`src/rtl/inverter_loopback_tester_if.sv`:
```
// Bus between the inverter loopback tester and whatever controls it.
//   master : drives ena/start/abort/div/num_periods and the looped-back
//            sense_in, observes stim_out/busy/done/pass/err_cnt/edge_cnt
//   slave  : the tester itself
interface inverter_loopback_tester_if #(
    parameter int DIV_W = 8,
    parameter int CNT_W = 16
);
    logic             ena;
    logic             start;
    logic             abort;
    logic [DIV_W-1:0] div;
    logic [7:0]       num_periods;
    logic             sense_in;
    logic             stim_out;
    logic             busy;
    logic             done;
    logic             pass;
    logic [CNT_W-1:0] err_cnt;
    logic [CNT_W-1:0] edge_cnt;

    modport master (
        output ena, start, abort, div, num_periods, sense_in,
        input  stim_out, busy, done, pass, err_cnt, edge_cnt
    );

    modport slave (
        input  ena, start, abort, div, num_periods, sense_in,
        output stim_out, busy, done, pass, err_cnt, edge_cnt
    );
endinterface

```
`src/rtl/inverter_loopback_tester.sv`:
```
// Stimulus-and-check stage around an analog inverter cell.
// Drives a square wave on stim_out, takes the inverter output back on
// sense_in (asynchronous), and checks that it follows ~stim_out SETTLE
// cycles after every toggle. Counts mismatches and sense rising edges and
// reports a pass/fail verdict at the end of each run.
// Ports:
//   clk    : system clock
//   rst_n  : asynchronous active-low reset
//   bus    : slave side of inverter_loopback_tester_if
//            (ena, start, abort, div, num_periods, sense_in in;
//             stim_out, busy, done, pass, err_cnt, edge_cnt out)
module inverter_loopback_tester #(
    parameter int DIV_W  = 8,
    parameter int CNT_W  = 16,
    parameter int SETTLE = 4
) (
    input  logic                         clk,
    input  logic                         rst_n,
    inverter_loopback_tester_if.slave    bus
);
    // Half-period register must hold both any div value and SETTLE.
    localparam int SET_W = $clog2(SETTLE + 1);
    localparam int HP_W  = (DIV_W > SET_W) ? DIV_W : SET_W;

    typedef enum logic [1:0] {
        IDLE,
        RUN,
        DONE
    } state_t;

    state_t           state_q;
    logic             s1_q, s2_q, s3_q;
    logic             stim_q, busy_q, done_q, pass_q;
    logic [CNT_W-1:0] err_q, edge_q;
    logic [CNT_W-1:0] err_d, edge_d;
    logic [HP_W-1:0]  hp_m1_q, hp_m1_d;
    logic [HP_W-1:0]  hp_cnt_q;
    logic [HP_W-1:0]  div_ext;
    logic [8:0]       n_q, n_d;
    logic [9:0]       half_q;
    logic [9:0]       last_half;
    logic             cmp_hit, mism, rise, pass_d;

    always_comb begin
        div_ext   = HP_W'(bus.div);
        hp_m1_d   = (div_ext > HP_W'(SETTLE)) ? div_ext : HP_W'(SETTLE);
        n_d       = (bus.num_periods == 8'd0) ? 9'd256 : {1'b0, bus.num_periods};
        last_half = {n_q, 1'b0} - 10'd1;

        // hp_cnt_q counts cycles since the last toggle (0 on the toggle
        // cycle), so the compare lands exactly once per half-period. When
        // it coincides with the toggle edge, stim_q is still the old value.
        cmp_hit = (state_q == RUN) && (hp_cnt_q == HP_W'(SETTLE));
        mism    = (s2_q == stim_q);
        rise    = (state_q == RUN) && s2_q && !s3_q;

        err_d = err_q;
        if (cmp_hit && mism && (err_q != '1)) begin
            err_d = err_q + CNT_W'(1);
        end
        edge_d = edge_q;
        if (rise && (edge_q != '1)) begin
            edge_d = edge_q + CNT_W'(1);
        end

        // Verdict uses the post-update counts of the final RUN cycle.
        pass_d = (err_d == '0) && (edge_d == CNT_W'(n_q));
    end

    always_ff @(posedge clk or negedge rst_n) begin
        if (!rst_n) begin
            state_q  <= IDLE;
            s1_q     <= 1'b0;
            s2_q     <= 1'b0;
            s3_q     <= 1'b0;
            stim_q   <= 1'b0;
            busy_q   <= 1'b0;
            done_q   <= 1'b0;
            pass_q   <= 1'b0;
            err_q    <= '0;
            edge_q   <= '0;
            hp_m1_q  <= '0;
            hp_cnt_q <= '0;
            n_q      <= '0;
            half_q   <= '0;
        end else begin
            // Synchronizer and edge-detect history run even when disabled.
            s1_q <= bus.sense_in;
            s2_q <= s1_q;
            s3_q <= s2_q;

            if (bus.ena) begin
                done_q <= 1'b0;
                if (bus.abort) begin
                    state_q <= IDLE;
                    stim_q  <= 1'b0;
                    busy_q  <= 1'b0;
                end else begin
                    case (state_q)
                        IDLE: begin
                            if (bus.start) begin
                                err_q    <= '0;
                                edge_q   <= '0;
                                pass_q   <= 1'b0;
                                hp_m1_q  <= hp_m1_d;
                                n_q      <= n_d;
                                hp_cnt_q <= '0;
                                half_q   <= '0;
                                stim_q   <= 1'b1;
                                busy_q   <= 1'b1;
                                state_q  <= RUN;
                            end
                        end
                        RUN: begin
                            err_q  <= err_d;
                            edge_q <= edge_d;
                            if (hp_cnt_q == hp_m1_q) begin
                                hp_cnt_q <= '0;
                                if (half_q == last_half) begin
                                    // Last half-period is a stim=0 half, so
                                    // forcing 0 here adds no toggle.
                                    stim_q  <= 1'b0;
                                    busy_q  <= 1'b0;
                                    done_q  <= 1'b1;
                                    pass_q  <= pass_d;
                                    state_q <= DONE;
                                end else begin
                                    stim_q <= ~stim_q;
                                    half_q <= half_q + 10'd1;
                                end
                            end else begin
                                hp_cnt_q <= hp_cnt_q + HP_W'(1);
                            end
                        end
                        DONE: begin
                            state_q <= IDLE;
                        end
                        default: begin
                            state_q <= IDLE;
                        end
                    endcase
                end
            end
        end
    end

    assign bus.stim_out = stim_q;
    assign bus.busy     = busy_q;
    assign bus.done     = done_q;
    assign bus.pass     = pass_q;
    assign bus.err_cnt  = err_q;
    assign bus.edge_cnt = edge_q;

endmodule
```
`src/flat_wrapper.sv`:
```
// flat-port wrapper written by rule: the top's interface ports become plain ports
module inverter_loopback_tester_flat 
#(
    parameter int DIV_W  = 8,
    parameter int CNT_W  = 16,
    parameter int SETTLE = 4
)
  (clk, rst_n, bus_ena, bus_start, bus_abort, bus_div, bus_num_periods, bus_sense_in, bus_stim_out, bus_busy, bus_done, bus_pass, bus_err_cnt, bus_edge_cnt);
  inverter_loopback_tester_if #(.DIV_W(DIV_W), .CNT_W(CNT_W)) bus_i ();
  input  logic clk;
  input  logic rst_n;
  input wire logic [$bits(bus_i.ena)-1:0] bus_ena;
  input wire logic [$bits(bus_i.start)-1:0] bus_start;
  input wire logic [$bits(bus_i.abort)-1:0] bus_abort;
  input wire logic [$bits(bus_i.div)-1:0] bus_div;
  input wire logic [$bits(bus_i.num_periods)-1:0] bus_num_periods;
  input wire logic [$bits(bus_i.sense_in)-1:0] bus_sense_in;
  output wire logic [$bits(bus_i.stim_out)-1:0] bus_stim_out;
  output wire logic [$bits(bus_i.busy)-1:0] bus_busy;
  output wire logic [$bits(bus_i.done)-1:0] bus_done;
  output wire logic [$bits(bus_i.pass)-1:0] bus_pass;
  output wire logic [$bits(bus_i.err_cnt)-1:0] bus_err_cnt;
  output wire logic [$bits(bus_i.edge_cnt)-1:0] bus_edge_cnt;
  assign bus_i.ena = bus_ena;
  assign bus_i.start = bus_start;
  assign bus_i.abort = bus_abort;
  assign bus_i.div = bus_div;
  assign bus_i.num_periods = bus_num_periods;
  assign bus_i.sense_in = bus_sense_in;
  assign bus_stim_out = bus_i.stim_out;
  assign bus_busy = bus_i.busy;
  assign bus_done = bus_i.done;
  assign bus_pass = bus_i.pass;
  assign bus_err_cnt = bus_i.err_cnt;
  assign bus_edge_cnt = bus_i.edge_cnt;
  inverter_loopback_tester #(.DIV_W(DIV_W), .CNT_W(CNT_W), .SETTLE(SETTLE)) u_core (.clk(clk), .rst_n(rst_n), .bus(bus_i));
endmodule
```
`config.mk`:
```
export PLATFORM = sky130hd
export DESIGN_NAME = inverter_loopback_tester_flat
export DESIGN_NICKNAME = d
export VERILOG_FILES = /design/src/rtl/inverter_loopback_tester_if.sv /design/src/rtl/inverter_loopback_tester.sv /design/src/flat_wrapper.sv
export SDC_FILE = /design/constraint.sdc
export NUM_CORES = 1
export LEC_CHECK = 0
export ABC_AREA = 1
export CAP_MARGIN = 20
export CORE_AREA = 2 2 81 121
export CTS_CLUSTER_DIAMETER = 60
export DETAILED_ROUTE_END_ITERATION = 7
export DIE_AREA = 0 0 83 123
export GPL_TIMING_DRIVEN = 0
export PLACE_DENSITY = 0.88
export SLEW_MARGIN = 30
export SYNTH_ARGS = -nofsm -noshare
export SYNTH_HDL_FRONTEND = slang
export SYNTH_SLANG_ARGS = --single-unit
export TNS_END_PERCENT = 5
```
`constraint.sdc`:
```
create_clock -name clk -period 2.4 [get_ports clk]
set_input_delay 0.24 -clock clk [delete_from_list [all_inputs] [get_ports clk]]
set_output_delay 0.24 -clock clk [all_outputs]
set_load 0.01 [all_outputs]
```
==> results.py <==
metrics = {
    "logic_synthesis": {
        "synth_edf_count": 0,
        "async_reset_ff_share_pct": 100.0,
        "synth_top_area_cell": "dfrtp_1",
        "synthCells": 749,
        "syn_area_per_cell_um2": 6.822,
        "synth_warnings": 0,
        "mappedNetlistNets": 777,
        "netlist.area_leader.share_pct": 37.22,
        "ys_top_cells_by_area": "dfrtp_1 (37%), nand2_1 (17%), nor2_1 (6.3%)",
        "synth_area_um2": 5110,
        "ys.flop_type": "dfrtp_1",
        "synth_cell_types": 40,
        "synthMostInstantiatedCell": "nand2_1",
        "ys_seq_area_share_pct": 37.22,
        "netlist_top_cells_count": "nand2_1 (231), nor2_1 (86), inv_1 (85), dfrtp_1 (76), nand3_1 (59)",
        "ys_seq_elements": 76,
    },
    "sta": {
        "report.final.slew_viol_count": 0,
        "rsz0062_at_grt": "true",
        "period_minus_slack_ns": 2.315,
        "fin_ws_ns": 0.08517,
        "setup_viol": 0,
        "fin_crit_sh_pct": 96.45,
        "worst_slew_pin_slew_ns": 0.6698,
        "tns_ns": 0,
        "skew_ns": 0.007299,
        "hold_viol": 0,
        "fmaxAchievable_mhz": 432.0,
        "slew_headroom_pct": 55.35,
    },
    "route": {
        "first_iter_violations": 533,
        "vias": 5339,
        "avgViaCountPerCell": 5.692,
        "drt-total-wl_um": 14550,
        "drc": 0,
        "routedWlPerCell_um": 15.51,
        "firstDrtPassIters": 6,
        "drtAntennaViolNets": 0,
    },
    "pwr": {
        "power_leakage_uw": 0.002784,
        "power.density_nw_per_um2": 920.6,
        "clkPwrFrac_pct": 26.0,
        "p_sw_uw": 2380,
        "power_frac_comb_pct": 39.7,
        "ir_worst_vdd_uv": 713.7,
        "power_frac_seq_pct": 34.3,
        "swShare_pct": 41.53,
        "p_int_uw": 3352,
    },
    "cts": {
        "clk_latency_ns": 0.35,
        "cts_max_path_buffers": 2,
        "cts_buffers": 9,
        "cts.sinks": 76,
        "cts_tree": "yes",
        "clk_pin_slew_ns": 0.06,
        "ctsHtreeMaxLevel": 3,
        "clockRootBuffer": "clkbuf_16",
    },
    "global_routing": {
        "grt_first_pass_wirelength_um": 23720,
        "overflow": 0,
        "grt_pass1_vias": 5206,
        "antenna_found_initial": 0,
        "grt_usage_pct": 28.90,
        "grt_max_degree": 52,
    },
    "layout": {
        "drive_gt1_share_pct": 8.354,
        "seq_area_um2": 1906,
        "final_nets": 849,
        "multi_input_area_um2": 2800,
        "layout.cells.non_filler": 938,
        "nFillCells": 733,
        "n_antenna_cell": 0,
        "area_delta_synth_final_pct": 21.84,
    },
    "job": {
        "drv_cap": 0,
    },
    "die": {
        "ios": 58,
        "core-area_um2": 9200,
        "rows": 43,
        "fp.dieW_um": 83,
        "die_area_um2": 10210,
        "fp.dieH_um": 123,
        "start_util_pct": 55.54,
    },
    "place": {
        "io_buffers": 57,
        "dp_cells": 919,
        "place_congestion": 0.9495,
        "place_hpwl_um": 10560,
        "dp_worst_setup_slack_ns": 0.01784,
    },
    "critical_path": {
        "crit_type": "flip-flop to flip-flop",
        "startpoint_type": "flip-flop",
        "crit_required_ns": 2.69,
        "cp_max_fo": 8,
        "cp_data_arrival_time_ns": 2.61,
        "rrSetupSlack_ns": 0.09,
        "r2r-end": "u_core.bus.pass",
        "reg2regPathDepth": 10,
        "r2r-start": "u_core.bus.edge_cnt[0]",
        "cp-end-kind": "flip-flop",
    },
    "worst_hold_path": {
        "hp-class": "input pin to asynchronous set/reset pin",
    },
    "outcome": {
        "status": "complete, no violations",
    },
}
==> how the worst max path moves through the flow <==
stage / cells after the start / end / startpoint / slack (ns)
final: 10 / u_core.bus.pass / u_core.bus.edge_cnt[0] / 0.09
after global routing: 10 / u_core.bus.pass / u_core.bus.edge_cnt[0] / -0.08
after CTS: 14 / u_core.half_q[8] / u_core.n_q[0] / 0.007
after detailed placement: 15 / u_core.half_q[7] / u_core.n_q[0] / 0.02
after global placement: 1 / u_core.bus.err_cnt[5] / rst_n / -1.53
after floorplan: 15 / u_core.half_q[7] / u_core.n_q[0] / 0.44
==> repair_timing <==
| action | in CTS | in global routing |
|---|---|---|
| buffers inserted | 2 | 0 |
| hold endpoints to repair | 25 | 0 |
| pin swaps | 1 | 2 |
| endpoints found under the setup margin | 3 | 22 |
| gates resized for setup | 0 | 10 |
| hold buffers | 1 | 0 |
| cloned | 0 | 0 |
==> through the flow <==
stage                     cell area [um2]  hold WS [ns]  utilization (%)  total power [uW]
final                                6226        0.3452            67.67              5732
after global placement               5821        0.3422            63.27              4008
after floorplan                      5110      -0.05559                -              3329
after CTS                            6206        0.3556            67.46              5639
after detailed placement             5846        0.1813            63.54              4109
after global routing                 6226        0.3642            67.67              6056
==> cell usage in the layout, fill, tap and decap left out, types with 9 or more instances in the layout <==
cell type and instances:
nor2_1 85, clkdlybuf4s50_1 56, xor2_1 22, nand2_1 231, o21ai_0 54, o22ai_1 9, nand3_1 58, a21oi_1 14
nand4_1 15, inv_1 84, dfrtp_1 73, nor3_1 15, clkbuf_16 9
==> per-layer routing <==
layer	up-vias	part of all wire [%]	global-route usage (%)
met4	0	4.6	17.83
met5	-	0	0
met3	58	5.8	4.873
met1	2468	37	32.57
met2	259	52	51.11
li1	2554	-	-
==> worst max-delay path: stages (launching register included) <==
cell and delay, ns:
dfrtp_2 0.46, ha_1 0.27, nand3_2 0.16, nor2_2 0.07, a21oi_1 0.55, nor2_1 0.08
a21oi_1 0.31, nand4_1 0.14, nor2_1 0.12, nand2_1 0.05, nand2_1 0.05
==> power by group through the flow <==
stage                     sequential (uW)  clock, uW  combinational (uW)
after floorplan                      1910          0                1420
after global placement               1950          0                2060
after detailed placement             1970          0                2140
after CTS                            1950       1490                2200
after global routing                 2000       1540                2520
final                                1970       1490                2270
==> cells by family (layout without fill, tap and decap cells) <==
group / Yosys count / after routing / share of synthesized area [%]
XOR/XNOR: 27 / 27 / 4.628
adder cells (fa/ha/maj): 6 / 6 / 1.469
buffers and inverters: 104 / 181 / 8.276
flip-flops: 76 / 76 / 37.22
AO/OA/AOI/OAI: 94 / 94 / 10.19
AND/OR/NAND/NOR: 442 / 442 / 38.22
==> sequential cells by signal (all words and copies together), names as in the netlist, 2 cells and up <==
name,count
u_core.bus.edge_cnt,16
u_core.bus.err_cnt,16
u_core.half_q,10
u_core.n_q,9
u_core.hp_cnt_q,8
u_core.hp_m1_q,8
u_core.state_q,2
==> cell type report <==
class,count,area share (%)
repair buffers,61,10.17
inverters,92,5.667
multi-input cells,569,44.98
clock buffers,9,3.617
clock inverters,7,1.568
well taps,112,2.251
plain buffers,12,1.145
flip-flops and latches,76,30.61
No activity file was read; power rests on OpenSTA's default activity.
